===== src/rtl/app_mult_unsigned6x6_pkg.sv =====
// Shared definitions for the 6x6 unsigned shift-add multiplier: FSM encoding
// and default operand widths.
package app_mult_unsigned6x6_pkg;

    localparam int DEF_WIDTH1 = 6;
    localparam int DEF_WIDTH2 = 6;

    typedef enum logic [1:0] {
        ST_IDLE = 2'd0,
        ST_RUN  = 2'd1,
        ST_DONE = 2'd2,
        ST_WAIT = 2'd3
    } mult_state_t;

endpackage


===== src/rtl/app_mult_unsigned6x6_shift_add_core.sv =====
// Iterative shift-add accumulator: one partial product (a gated by one bit of b,
// LSB first) is added per step; last flags the WIDTH2-th step.
module app_mult_shift_add_core
    import app_mult_unsigned6x6_pkg::*;
#(
    parameter int WIDTH1 = DEF_WIDTH1,
    parameter int WIDTH2 = DEF_WIDTH2,
    localparam int SW = WIDTH1 + WIDTH2,
    localparam int CW = $clog2(WIDTH2 + 1)
) (
    input  logic              clk,
    input  logic              rst,
    input  logic              clear,
    input  logic              step,
    input  logic [WIDTH1-1:0] a,
    input  logic [WIDTH2-1:0] b,
    output logic [SW-1:0]     acc,
    output logic              last
);

    logic [CW-1:0] cnt;

    // Selects bit idx of b_v and returns a_v weighted by 2^idx when that bit is set.
    function automatic logic [SW-1:0] partial_product(
        input logic [WIDTH1-1:0] a_v,
        input logic [WIDTH2-1:0] b_v,
        input logic [CW-1:0]     idx
    );
        logic [WIDTH2-1:0] b_sh;
        logic [SW-1:0]     a_ext;
        b_sh  = b_v >> idx;
        a_ext = SW'(a_v);
        return b_sh[0] ? (a_ext << idx) : '0;
    endfunction

    assign last = step && (cnt == CW'(WIDTH2 - 1));

    always_ff @(posedge clk) begin
        if (rst) begin
            acc <= '0;
            cnt <= '0;
        end else if (clear) begin
            acc <= '0;
            cnt <= '0;
        end else if (step) begin
            acc <= acc + partial_product(a, b, cnt);
            cnt <= cnt + 1'b1;
        end
    end

endmodule


===== src/rtl/app_mult_unsigned6x6.sv =====
// Unsigned A*B+cin multiplier built on an iterative shift-add core; the FSM
// captures operands on an en rising period and publishes sum once per period.
module app_mult_unsigned6x6
    import app_mult_unsigned6x6_pkg::*;
#(
    parameter int WIDTH1 = DEF_WIDTH1,
    parameter int WIDTH2 = DEF_WIDTH2
) (
    input  logic                     sys_clk,
    input  logic                     sys_rst_n,
    input  logic                     en,
    input  logic [WIDTH1-1:0]        A,
    input  logic [WIDTH2-1:0]        B,
    input  logic                     cin,
    output logic [WIDTH1+WIDTH2-1:0] sum
);

    localparam int SW = WIDTH1 + WIDTH2;

    mult_state_t       state;
    logic [WIDTH1-1:0] a_cap;
    logic [WIDTH2-1:0] b_cap;
    logic              cin_cap;
    logic [SW-1:0]     acc;
    logic              last;
    logic              core_clear;
    logic              core_step;

    // The core is cleared on the capture edge and steps only while en stays high in RUN.
    assign core_clear = (state == ST_IDLE) && en;
    assign core_step  = (state == ST_RUN) && en;

    app_mult_shift_add_core #(
        .WIDTH1 (WIDTH1),
        .WIDTH2 (WIDTH2)
    ) u_core (
        .clk   (sys_clk),
        .rst   (sys_rst_n),
        .clear (core_clear),
        .step  (core_step),
        .a     (a_cap),
        .b     (b_cap),
        .acc   (acc),
        .last  (last)
    );

    always_ff @(posedge sys_clk) begin
        if (sys_rst_n) begin
            state   <= ST_IDLE;
            sum     <= '0;
            a_cap   <= '0;
            b_cap   <= '0;
            cin_cap <= 1'b0;
        end else begin
            unique case (state)
                ST_IDLE: begin
                    if (en) begin
                        a_cap   <= A;
                        b_cap   <= B;
                        cin_cap <= cin;
                        state   <= ST_RUN;
                    end
                end
                ST_RUN: begin
                    if (!en) begin
                        state <= ST_IDLE;
                    end else if (last) begin
                        state <= ST_DONE;
                    end
                end
                ST_DONE: begin
                    // Dropping en here abandons the result; sum keeps the old value.
                    if (!en) begin
                        state <= ST_IDLE;
                    end else begin
                        sum   <= acc + SW'(cin_cap);
                        state <= ST_WAIT;
                    end
                end
                ST_WAIT: begin
                    if (!en) begin
                        state <= ST_IDLE;
                    end
                end
                default: state <= ST_IDLE;
            endcase
        end
    end

endmodule


===== config.mk =====
export PLATFORM = sky130hd
export DESIGN_NAME = app_mult_unsigned6x6
export DESIGN_NICKNAME = d
export VERILOG_FILES = /design/src/rtl/app_mult_unsigned6x6_pkg.sv /design/src/rtl/app_mult_unsigned6x6_shift_add_core.sv /design/src/rtl/app_mult_unsigned6x6.sv
export SDC_FILE = /design/constraint.sdc
export NUM_CORES = 1
export LEC_CHECK = 0
export BUFFER_PORTS_ARGS = -buffer_cell sky130_fd_sc_hd__buf_2
export CAP_MARGIN = 10
export CORE_ASPECT_RATIO = 1.5
export CORE_MARGIN = 2
export CORE_UTILIZATION = 65
export CTS_BUF_LIST = sky130_fd_sc_hd__clkbuf_8
export CTS_CLUSTER_SIZE = 16
export DETAILED_ROUTE_END_ITERATION = 12
export PLACE_DENSITY = 0.87
export SLEW_MARGIN = 0
export SYNTH_ARGS = -nofsm -noshare
export SYNTH_HDL_FRONTEND = slang
export SYNTH_SLANG_ARGS = --single-unit
export TNS_END_PERCENT = 100

===== constraint.sdc =====
create_clock -name sys_clk -period 8.1 [get_ports sys_clk]
set_clock_uncertainty 0.15 [all_clocks]
set_input_delay 0.81 -clock sys_clk [delete_from_list [all_inputs] [get_ports sys_clk]]
set_output_delay 0.81 -clock sys_clk [all_outputs]
set_load 0.02 [all_outputs]

Word level (Yosys, flattened, before mapping)

Cells that the tools add are included.
Widths: inputs -> output; s select.

Input bits: 16
Bits in registers: 42
Word-level logic and storage cells: 34

Reduce and logical (&&, ||, !) cells: 8
$add $sub $neg: 3
Eq/ne operators: 7
Multiplexer cells: 7
Shifts and indexed selects: 2

Operators with widths:

| operator            | number |
|---|---|
| $add 12x1->12       | 1 |
| $add 12x12->12      | 1 |
| $mux 12             | 1 |
| $shl 6x3->12        | 1 |
| $mux 2              | 5 |
| $pmux 2 s4          | 1 |
| $shr 6x3->1         | 1 |
| $eq 2x2->1 const B  | 2 |
| $ne 2x2->1 const B  | 2 |
| $reduce_and 2->1    | 2 |
| $add 3x1->3 const B | 1 |
| $eq 3x3->1 const B  | 1 |
| $logic_and 1x1->1   | 3 |
| $ne 3x3->1 const B  | 1 |
| $reduce_and 3->1    | 1 |
| $eq 2x1->1 const B  | 1 |
| $logic_not 2->1     | 1 |
| $reduce_or 2->1     | 1 |

Longest topological paths before layout

Gate-level depths: netlist of run 1.

Depth in word-level cells: 6
Depth in mapped cells: 14
Depth with buffers taken out: 13

Hierarchy

From an unflattened synthesis of run 1, not the netlist that was laid out.

Cells, all modules: 315
Area, all modules: 2585.0 sq um

By module, submodules not included:

| module                  | instances | cells each | area an instance (sq um) |
|---|---|---|---|
| app_mult_shift_add_core | 1         | 176        | 1396.3 |
| app_mult_unsigned6x6    | 1         | 139        | 1188.6 |

Worst setup path after synthesis of run 1

No wires, ideal clock.

Kind: flip-flop to flip-flop
Start: register u_core.cnt[0]
End: register u_core.acc[10]
Setup time: 0.093 ns
Stages on the path, launching flop included: 12
Path buffers: 1
Arrival: 2.921 ns
Setup slack: 4.936 ns
Clock period less this slack: 3.164 ns
Data required time: 7.857 ns
Path through: dfxtp_1 -> buf_2 -> mux4_2 -> nand2_1 -> nor2_1 -> ha_1 -> fa_1 -> a21oi_1 -> nor2b_1 -> a311o_1 -> a221o_1 -> o311ai_2

Cells in the longest elaborated chain, start to end: 3
Elaborated cells on any way between the ends: 4

Ends and longest elaborated chain:

| element                                     | RTL line                                                                             | RTL |
|---|---|---|
| from (decl)                                 | app_mult_unsigned6x6_shift_add_core.sv:21                                            | `logic [CW-1:0] cnt;` |
| from (signal assigned)                      | app_mult_unsigned6x6_shift_add_core.sv:47                                            | `cnt <= cnt + 1'b1;` |
| $shl 6x3->12 or $shr 6x3->1 (tied branches) | app_mult_unsigned6x6_shift_add_core.sv:33, app_mult_unsigned6x6_shift_add_core.sv:31 |  |
| $mux 12 *                                   | app_mult_unsigned6x6_shift_add_core.sv:33                                            | `return b_sh[0] ? (a_ext << idx) : '0;` |
| $add 12x12->12 *                            | app_mult_unsigned6x6_shift_add_core.sv:46                                            | `acc <= acc + partial_product(a, b, cnt);` |
| to (signal assigned)                        | app_mult_unsigned6x6_shift_add_core.sv:46                                            |  |
| to (decl)                                   | app_mult_unsigned6x6_shift_add_core.sv:17                                            | `output logic [SW-1:0] acc,` |

Every way passes the cells marked *; elsewhere a longest branch is shown, timed or not.
A chain may end at the register's enable or synchronous reset.

Worst setup path in the final report of run 1

Start: register u_core.cnt[0]
End: register u_core.acc[7]

The elaborated chain is that of the path after synthesis.

==> results of run 1 <==
-- final cells by class --
cell class	instances	area [sq um]	area share (%)
clock inverter	2	8.76	0.330
inverter	2	7.51	0.283
multi-input combinational	245	1520	57.5
tap	43	53.8	2.03
sequential	42	841	31.7
timing repair buffer	27	135	5.09
clock buffer	6	82.6	3.11
-- cell families (layout without fill, tap and decap cells) --
logic type | Yosys count | in the layout | share of synthesized area, %
flip-flops | 42 | 42 | 34.4
adder cells (fa/ha/maj) | 16 | 16 | 8.49
multiplexers | 10 | 10 | 4.75
buffers and inverters | 20 | 37 | 3.37
XOR/XNOR | 17 | 17 | 6.08
AO/OA/AOI/OAI | 66 | 66 | 17.5
AND/OR/NAND/NOR | 136 | 136 | 25.5
-- registers in the layout (all words and copies together) (netlist names) --
signal	flops
u_core.acc	12
cin_cap	1
state	2
sum	12
a_cap	6
b_cap	6
u_core.cnt	3
-- metal layers --
layer	vias to the layer above	routed length (um)	global-route usage [%]
met3	15	163	4.51
li1	1119	-	-
met2	45	2760	51.3
met5	-	0	0
met1	946	2030	29.3
met4	0	132	14.0
-- worst reg2reg max path: stages (launching register included) --
cell	delay [ps]
dfxtp_1	720
mux4_2	570
nand2_1	150
o31a_1	250
a21oi_1	70
ha_1	360
a21oi_2	200
nand2_1	80
a31oi_1	340
o21ai_0	270
nor4_1	300
a211o_1	140
-- power groups by stage --
stage / Clock, mW / Combinational [mW] / Sequential, mW
after floorplan: 0 / 0.0281 / 0.219
after global placement: 0 / 0.0325 / 0.223
after detailed placement: 0 / 0.0335 / 0.223
after CTS: 0.139 / 0.0336 / 0.218
after global routing: 0.145 / 0.0383 / 0.219
final: 0.137 / 0.0336 / 0.218
-- through the flow --
step	setup slack, ps	cells	cell area (sq um)
after floorplan	4940	307	2450
after global placement	4620	359	2560
after detailed placement	4520	359	2560
after CTS	4490	367	2650
after global routing	4000	367	2650
final	4460	367	2650
-- cells in the mapped netlist, types with 2 or more instances --
master / n
and3_1: 2
nor3_1: 6
a21o_1: 2
nor4_1: 3
nor2b_1: 4
o211ai_1: 2
or3_1: 2
nor4b_1: 2
buf_2: 3
ha_1: 15
xnor2_1: 8
buf_1: 3
nor2_1: 38
nand2_1: 52
a21oi_1: 25
nand2b_1: 2
a22oi_1: 5
a211oi_1: 9
nand3b_1: 4
a31oi_1: 5
clkbuf_1: 11
nand4_1: 3
mux2_2: 3
mux2i_1: 6
a311oi_1: 2
xor2_1: 9
nor3b_1: 3
nand3_1: 11
dfxtp_1: 42
o21ai_0: 8
-- worst min path at each step --
stage	startpoint	to	slack (ps)
after floorplan	b_cap[2]	b_cap[2]	280
after global placement	sum[1]	sum[1]	290
after detailed placement	b_cap[4]	b_cap[4]	300
after CTS	b_cap[4]	b_cap[4]	310
after global routing	sum[1]	sum[1]	330
final	b_cap[4]	b_cap[4]	300
==> reports/results.txt, run 1 <==
Max H-tree Level: 2
Area Growth Syn to Fin: 8.38%
# DRC: 0
Nets: 355
Total net switching power: 0.0963 mW
RSZ-0062 raised after global routing: false
Antenna Nets Post-Route: 0
Pleak: 1.04 nW
TritonCTS Buffers: 5
Sequential-to-total area share from yosys stat: 34.4%
Netlist cell types: 47
WP depth: 11
CP Data Required Time: 8200 ps
Crit end category: flop
Main synth FF type: dfxtp_1
Int Pwr: 0.292 mW
Syn nets: 339
Synth top area share: 34.4%
Grt ovf: 0
Largest net degree at the start of global routing: 46
CP delay by family, top: compound AO/OA/AOI/OAI gates
Antenna violations before repair: 0
Comb power frac: 8.6%
Crit path cell chain: mux4_2, nand2_1, o31a_1, a21oi_1, ha_1, a21oi_2, nand2_1, a31oi_1, o21ai_0, nor4_1, a211o_1
Cells after Synth: 307
First-pass GRT wire length: 9000 um
Max VDD drop: 0.153 mV
DRT iter0 DRCs: 31
Clock Pin Slew Worst Setup and Hold Paths: 80 ps
Arr. time, crit path: 3740 ps
Worst reg2reg path endpoint: u_core.acc[7]
Routed wire length: 5090 um
EDFF count, synth: 0
Sequential share of power: 56.2%
CTS Root Cell: clkbuf_8
WHS: 305 ps
Period utilization: 45.0%
Clock share of power: 35.2%
Die Wd: 54.1 um
N_diodes: 0
Class of the most critical setup path: reg -> reg
Routed WL per cell: 13.9 um
Initial Util: 67.1%
Via Count: 2125
Reg2reg start: u_core.cnt[0]
TritonCTS clock tree: done
Buf/Inv on CP: 0
CP max FO: 18
1st-pass router iterations: 4
Fillers: 313
#FFs+latches synth: 42
Most frequent cells in the layout: nand2_1 (52), dfxtp_1 (42), nor2_1 (38)
Number of global-route vias before repair: 2148
Share of post-route cells with drive strength above 1: 12.7%
Peak Freq: 275 MHz
Setup_tns: 0 ps
GRT Util Overall: 28.1%
Final count of hold timing violations: 0
# setup viols final: 0
Ys async rst share: 0%
Setup Buffers After CTS: 0
PortBufs: 27
Vias per cell: 5.79
RD Place Congestion: 0.943
PD cells: 147 nW/um^2
Average size of a mapped cell: 7.97 sq um
Tmin final: 3640 ps
Row count: 27
Height of the die: 79.2 um
Clk sinks: 42
Area contributors post-synth: dfxtp_1 (34%), nand2_1 (8.0%), ha_1 (7.7%), nor2_1 (5.8%), a21oi_1 (5.1%)
Worst r2r path cells: 11
DIE AREA: 4280 sq um
Clock buffer depth: 2
Commonest non-fill, non-tap cell in the layout: nand2_1
Synthesized area: 2450 sq um
Slew Viols, Final: 0
Area leader, netlist: dfxtp_1
Max-cap viol count: 0
Final core occ: 72.7%
Hold Path Cell Cnt: 2
Clk Latency, worst-skew pair: 290 ps
Yosys Warn Count: 0
Slew margin rel.: 22.8%
Hold-fix buffer count after cts: 0
I/O Pins: 28
Crit path to: u_core.acc[7]
Outcome: completed
Slowest-stage cell, CP: dfxtp_1
Worst reg2reg setup slack: 4460 ps
Tightest Pin Transition: 1150 ps
Worst path max stage delay: 720 ps
CP Launch Point: u_core.cnt[0]
Final HPWL DP: 3830 um
Min-delay worst type: reg -> reg
Top cell by count, worst path: nand2_1
Post_cts resized: 0
Core area: 3650 sq um
Switching Share: 24.8%
PnR Total Power: 0.389 mW
Setup crit start kind: flop
(Power assumes the default switching activity.)
==> run 2, diff against run 1 <==
--- a/config.mk
+++ b/config.mk
@@ -5,15 +5,16 @@
 export SDC_FILE = /design/constraint.sdc
 export NUM_CORES = 1
 export LEC_CHECK = 0
+export ABC_AREA = 1
 export BUFFER_PORTS_ARGS = -buffer_cell sky130_fd_sc_hd__buf_2
 export CAP_MARGIN = 10
 export CORE_ASPECT_RATIO = 1.5
 export CORE_MARGIN = 2
-export CORE_UTILIZATION = 65
+export CORE_UTILIZATION = 61
 export CTS_BUF_LIST = sky130_fd_sc_hd__clkbuf_8
 export CTS_CLUSTER_SIZE = 16
 export DETAILED_ROUTE_END_ITERATION = 12
-export PLACE_DENSITY = 0.87
+export PLACE_DENSITY = 0.82
 export SLEW_MARGIN = 0
 export SYNTH_ARGS = -nofsm -noshare
 export SYNTH_HDL_FRONTEND = slang
==> constraint.sdc (replaced) <==
create_clock -name sys_clk -period 3.57 [get_ports sys_clk]
set_clock_uncertainty 0.15 [all_clocks]
set_input_delay 0.357 -clock sys_clk [delete_from_list [all_inputs] [get_ports sys_clk]]
set_output_delay 0.357 -clock sys_clk [all_outputs]
set_load 0.02 [all_outputs]
==> run 2 against run 1 <==
The run now ends with DRC left. Largest power group unchanged. Setup slack got worse by 3900 ps. Register-to-register slack got worse by 3900 ps. Sequential cell count did not move. Cell count rose by 36%. Design area rose by 11%. First-iteration DRC count rose to 4.4 times the previous value. Via count rose by 27%. Non-clock buffer count did not move. Routed wire length rose by 32%.
==> reports/results.txt, run 2 <==
Outcome: finished with violations
Failing checks: DRC
Min-delay worst type: in -> reg
Biggest regs: sum x12, u_core.acc x12
Max H-tree Level: 2 (unchanged)
CP max FO: 15 (-3)
I/O Pins: 28 (unchanged)
Initial Util: 63.9% (-3.2 points)
Peak Freq: 331 MHz (+21%)
DIE AREA: 5040 sq um (+18%)
Nets: 484 (+36%)
Tightest Pin Transition: 666 ps (-488 ps)
Xor/xnor share of the synthesized area: 2.56% (-3.5 points)
Max VDD drop: 0.293 mV (+91%)
Clk sinks: 42 (unchanged)
Routed WL per cell: 13.4 um (-3.2%)
Main synth FF type: dfxtp_1
Ys async rst share: 0% (unchanged)
DRT iter0 DRCs: 135 (+340%)
Count leader, synth: nand2_1
Area leader, netlist: dfxtp_1
Row count: 29 (+7.4%)
Antenna Nets Post-Route: 0 (unchanged)
Synthesized area: 2730 sq um (+12%)
Yosys Warn Count: 0 (unchanged)
Netlist cell types: 34 (-28%)
Post_cts resized: 0 (unchanged)
Slew margin rel.: 55.4% (+33 points)
Area Growth Syn to Fin: 7.69%
Area contributors post-synth: dfxtp_1 (31%), nand2_1 (13%), nor2_1 (9.5%), inv_1 (8.2%), o21ai_0 (7.1%)
# setup viols final: 0 (unchanged)
Setup Buffers After CTS: 0 (unchanged)
Pre-CTS WS: 605 ps (-3920 ps)
Final HPWL DP: 5390 um (+41%)
PortBufs: 27 (unchanged)
CP Data Required Time: 3630 ps (-4570 ps)
Arr. time, crit path: 3080 ps (-660 ps)
Sequential-to-total area share from yosys stat: 30.8% (-3.6 points)
Largest net degree at the start of global routing: 21 (-54%)
#FFs+latches synth: 42 (unchanged)
Pleak: 1.52 nW (+46%)
Grt ovf: 0 (unchanged)
Die Wd: 58.7 um (+8.4%)
Slew Viols, Final: 0 (unchanged)
First-pass GRT wire length: 11500 um (+28%)
Setup crit start kind: flop
TritonCTS clock tree: done
RD Place Congestion: 1.02 (+8.2%)
Tmin final: 3020 ps (-620 ps)
Core area: 4280 sq um (+17%)
Placed Instances: 491 (+37%)
Hold-fix buffer count after cts: 0 (unchanged)
Mux cell area share after synthesis: 0% (-4.8 points)
Compound-Gate Fraction of Synth Area: 13.7% (-3.8 points)
Largest family of logic cells by synthesized area: simple AND/OR/NAND/NOR gates
Routed wire length: 6700 um (+32%)
Max-cap viol count: 0 (unchanged)
Design area: 2940 sq um (+11%)
Cell Area, Placed: 2860 sq um (+12%)
1st-pass router iterations: 8 (+4)
Class of the most critical setup path: reg -> reg
CTS Root Cell: clkbuf_8
Simple logic cell fraction of the synthesized area: 33.8% (+8.4 points)
Number of global-route vias before repair: 2620 (+22%)
TritonCTS Buffers: 5 (unchanged)
Commonest non-fill, non-tap cell in the layout: nand2_1
Most frequent cells in the layout: nand2_1 (97), nor2_1 (69), inv_1 (61)
PD cells: 317 nW/um^2 (+120%)
EDFF count, synth: 0 (unchanged)
Crit end category: flop
Share of post-route cells with drive strength above 1: 11.0% (-1.6 points)
PnR Total Power: 0.932 mW (+140%)
Clock buffer depth: 2 (unchanged)
Clock Pin Slew Worst Setup and Hold Paths: 80 ps (about the same)
Vias per cell: 5.41 (-6.6%)
Final count of hold timing violations: 0 (unchanged)
Synth top area share: 30.8% (-3.6 points)
Fin cells: 499 (+36%)
Average size of a mapped cell: 6.36 sq um (-20%)
Via Count: 2699 (+27%)
Fillers: 436 (+39%)
GRT Util Overall: 29.7% (+1.6 points)
# DRC: 2 (+2)
N_diodes: 0 (unchanged)
Commonest cells post-synth: nand2_1 (97), nor2_1 (69), inv_1 (60)
Syn nets: 462 (+36%)
Setup_tns: 0 ps (unchanged)
Adder-cell area share of the yosys netlist: 7.60% (-0.89 points)
Antenna violations before repair: 0 (unchanged)
Cells after Synth: 430 (+40%)
Period utilization: 84.6% (+40 points)
Clk Latency, worst-skew pair: 310 ps (+20 ps)
RSZ-0062 raised after global routing: false
Height of the die: 86.0 um (+8.6%)
Setup ws final: 549 ps (-3910 ps)
==> run 2: cell count changes after synthesis, moves of 6 or more <==
cell	delta
o21ai_0	+31
nand3_1	+16
mux2i_1	-6
inv_2	+6
xnor2_1	-6
nand2_1	+45
a21oi_1	-6
nor2_1	+31
inv_1	+59
clkbuf_1	-10
==> run 2: kinds of logic (layout without fill, tap and decap cells) <==
kind of cell               Yosys count  in the layout
buffers and inverters               78            101
xor gates and xnor gates             8              8
adders and majority gates           16             16
and+or+nand+nor                    217            217
DFF                                 42             42
AOI/OAI and AO/OA                   69             69
==> run 2: area by class of cell <==
class	count	area [sq um]	area share (%)
sequential	42	841	28.6
timing repair buffer	27	135	4.59
multi-input combinational	310	1580	53.5
clock buffer	5	68.8	2.34
tap	46	57.6	1.95
clock inverter	3	17.5	0.595
inverter	66	248	8.41
==> run 2: report_power, final <==
part / switching (mW) / leakage, nW / internal, mW
logic: 0.0774 / 1.12 / 0.0416
registers: 0.0183 / 0.343 / 0.485
clock network: 0.175 / 0.0493 / 0.135
total: 0.270 / 1.52 / 0.662
==> run 2: worst paths after layout <==
check | slack [ps] | from | cells after the start | endpoint
max | 550 | u_core.cnt[0] | 15 | u_core.acc[6]
min | 150 | cin | 3 | cin_cap
max reg2reg | 550 | u_core.cnt[0] | 15 | u_core.acc[6]
min reg2reg | 340 | u_core.acc[11] | 2 | u_core.acc[11]
==> run 2: per-stage QoR <==
step                      utilization, %  hold WS (ps)
after floorplan                        -           294
after global placement              66.7           320
after detailed placement            66.7           332
after CTS                           68.8           149
after global routing                68.8           160
final                               68.8           149
==> run 2: routing by layer <==
layer	routed length, um	share of wire (%)	global-route usage [%]	vias to the layer above
met3	223	3.3	4.83	17
met5	0	0	0	-
met2	3770	56	57.4	57
met1	2500	37	30.3	1209
met4	204	3.0	12.4	0
li1	-	-	-	1416
==> run 2: worst max-delay path: stages, from the launching register on <==
cell     delay [ps]
dfxtp_1         600
inv_1           200
o21ai_0         220
a21oi_1         120
nor2_2          210
nor2_1           70
ha_1            220
fa_1            420
nand2_1         100
nand3_1          90
nand2_1         100
o21ai_0         110
nand2_1          90
nand2_1          40
o21ai_0         140
inv_1            50
==> run 3, diff against run 2 <==
--- a/config.mk
+++ b/config.mk
@@ -10,11 +10,11 @@
 export CAP_MARGIN = 10
 export CORE_ASPECT_RATIO = 1.5
 export CORE_MARGIN = 2
-export CORE_UTILIZATION = 61
+export CORE_UTILIZATION = 55
 export CTS_BUF_LIST = sky130_fd_sc_hd__clkbuf_8
 export CTS_CLUSTER_SIZE = 16
 export DETAILED_ROUTE_END_ITERATION = 12
-export PLACE_DENSITY = 0.82
+export PLACE_DENSITY = 0.78
 export SLEW_MARGIN = 0
 export SYNTH_ARGS = -nofsm -noshare
 export SYNTH_HDL_FRONTEND = slang
==> constraint.sdc (replaced) <==
create_clock -name sys_clk -period 2.5 [get_ports sys_clk]
set_clock_uncertainty 0.15 [all_clocks]
set_input_delay 0.25 -clock sys_clk [delete_from_list [all_inputs] [get_ports sys_clk]]
set_output_delay 0.25 -clock sys_clk [all_outputs]
set_load 0.02 [all_outputs]
==> run 3 against run 2 <==
The run now ends clean. Combinational power increased by 86%. Sequential share of layout area fell by 2.8 points. Critical path depth is 1 higher. Design area increased by 12%. Cell count up 8.0%.
==> reports/results.txt, run 3 (synthesis results as in run 2) <==
Pre-CTS WS: -155 ps (-760 ps)
Clock buffer depth: 2 (unchanged)
Vias per cell: 5.31 (-1.9%)
Max H-tree Level: 2 (unchanged)
Multi-input logic area: 1740 sq um (+10%)
Most frequent cells in the layout: nand2_1 (90), nor2_1 (65), inv_1 (59)
Class of the most critical setup path: reg -> reg
Core area: 4810 sq um (+12%)
Fin cells: 539 (+8.0%)
First-pass GRT wire length: 11600 um (+0.49%)
CP Data Required Time: 2560 ps (-1070 ps)
Routed wire length: 7190 um (+7.3%)
Die Wd: 61.6 um (+5.0%)
TritonCTS clock tree: done
I/O Pins: 28 (unchanged)
RSZ-0062 raised after global routing: true
Setup_tns: 0 ps (unchanged)
PnR Total Power: 1.38 mW (+48%)
Clock Pin Slew Worst Setup and Hold Paths: 90 ps (about the same)
1st-pass router iterations: 7 (-1)
Final core occ: 68.5% (-0.21 points)
GRT Util Overall: 27.2% (-2.6 points)
Clk sinks: 42 (unchanged)
CTS Root Cell: clkbuf_8
Biggest regs: sum x12, u_core.acc x12
Outcome: completed
Min-delay worst type: in -> reg
Hold-fix buffer count after cts: 0 (unchanged)
Nets: 504 (+4.1%)
Period utilization: 99.3% (+15 points)
Initial Util: 56.8% (-7.0 points)
CP max FO: 6 (-9)
Crit end category: flop
Routed WL per cell: 13.3 um (-0.62%)
# DRC: 0 (-2)
Design area: 3300 sq um (+12%)
Via Count: 2861 (+6.0%)
Antenna Nets Post-Route: 0 (unchanged)
DIE AREA: 5560 sq um (+10%)
Cell Area, Placed: 3020 sq um (+5.6%)
Tightest Pin Transition: 509 ps (-157 ps)
Clk Latency, worst-skew pair: 300 ps (about the same)
Final count of hold timing violations: 0 (unchanged)
Setup crit start kind: flop
Tmin final: 2480 ps (-539 ps)
WHS: 43.0 ps (-106 ps)
Peak Freq: 403 MHz (+22%)
Max-cap viol count: 0 (unchanged)
Commonest non-fill, non-tap cell in the layout: nand2_1
Setup ws final: 17.5 ps (-531 ps)
Pleak: 1.64 nW (+8.3%)
Max VDD drop: 0.361 mV (+23%)
Largest net degree at the start of global routing: 20 (-4.8%)
Number of global-route vias before repair: 2739 (+4.5%)
PortBufs: 27 (unchanged)
PD cells: 419 nW/um^2 (+32%)
Height of the die: 90.4 um (+5.1%)
RD Place Congestion: 0.948 (-7.0%)
Grt ovf: 0 (unchanged)
Final HPWL DP: 5320 um (-1.3%)
Slew margin rel.: 66.0% (+11 points)
Row count: 31 (+6.9%)
Area Growth Syn to Fin: 20.6%
Slew Viols, Final: 0 (unchanged)
Storage cell area: 848 sq um (+0.89%)
Arr. time, crit path: 2540 ps (-540 ps)
Fillers: 443 (+1.6%)
TritonCTS Buffers: 5 (unchanged)
# setup viols final: 0 (unchanged)
N_diodes: 0 (unchanged)
Placed Instances: 529 (+7.7%)
Share of post-route cells with drive strength above 1: 22.4% (+11 points)
Antenna violations before repair: 0 (unchanged)
DRT iter0 DRCs: 138 (+2.2%)
-- run 3: per-layer routing --
layer / share of wire, % / wire [um] / vias to the layer above / track usage, %
met5: 0 / 0 / - / 0
met4: 4.2 / 305 / 0 / 10.3
met3: 3.1 / 224 / 31 / 4.44
met2: 56 / 4000 / 84 / 49.6
met1: 37 / 2660 / 1294 / 29.1
li1: - / - / 1452 / -
-- run 3: repair_timing --
item | 4_1_cts | 5_1_grt
setup buffers | 0 | 2
gates resized for setup | 9 | 47
pin swaps | 3 | 10
hold endpoints to repair | 0 | 0
endpoints found under the setup margin | 8 | 10
-- run 3: final cells by class --
class,count,share of cell area (%)
inverters,66,7.59
clock buffers,5,2.09
flip-flops and latches,42,25.7
well taps,66,2.50
repair buffers,47,8.88
multi-input cells,310,52.7
clock inverters,3,0.531
-- run 3: report_power, final --
| part | internal [mW] | total, mW | switching (mW) | leakage (nW) |
|---|---|---|---|---|
| sequential | 0.692 | 0.717 | 0.0251 | 0.344 |
| combinational | 0.0885 | 0.221 | 0.133 | 1.25 |
| clock | 0.193 | 0.442 | 0.248 | 0.0493 |
| total | 0.974 | 1.38 | 0.406 | 1.64 |
-- run 3: final timing paths --
path | startpoint | end | slack, ps | cells past startpoint
setup / recovery | u_core.cnt[0] | u_core.acc[8] | 20 | 16
hold reg to reg | b_cap[2] | b_cap[2] | 340 | 2
setup reg to reg | u_core.cnt[0] | u_core.acc[8] | 20 | 16
hold / removal | B[2] | b_cap[2] | 40 | 3
-- run 3: worst max-delay path, stage by stage (launching register included) --
cell	delay, ps
dfxtp_4	370
nor2_1	100
nor2_1	50
o21ai_1	90
a21oi_2	80
nor2_2	200
nor2_1	80
ha_1	210
fa_2	370
nand2_1	100
nand3_1	110
nand3_1	120
nand2_1	90
nand2_1	60
nand2_1	50
o21ai_1	120
inv_1	40
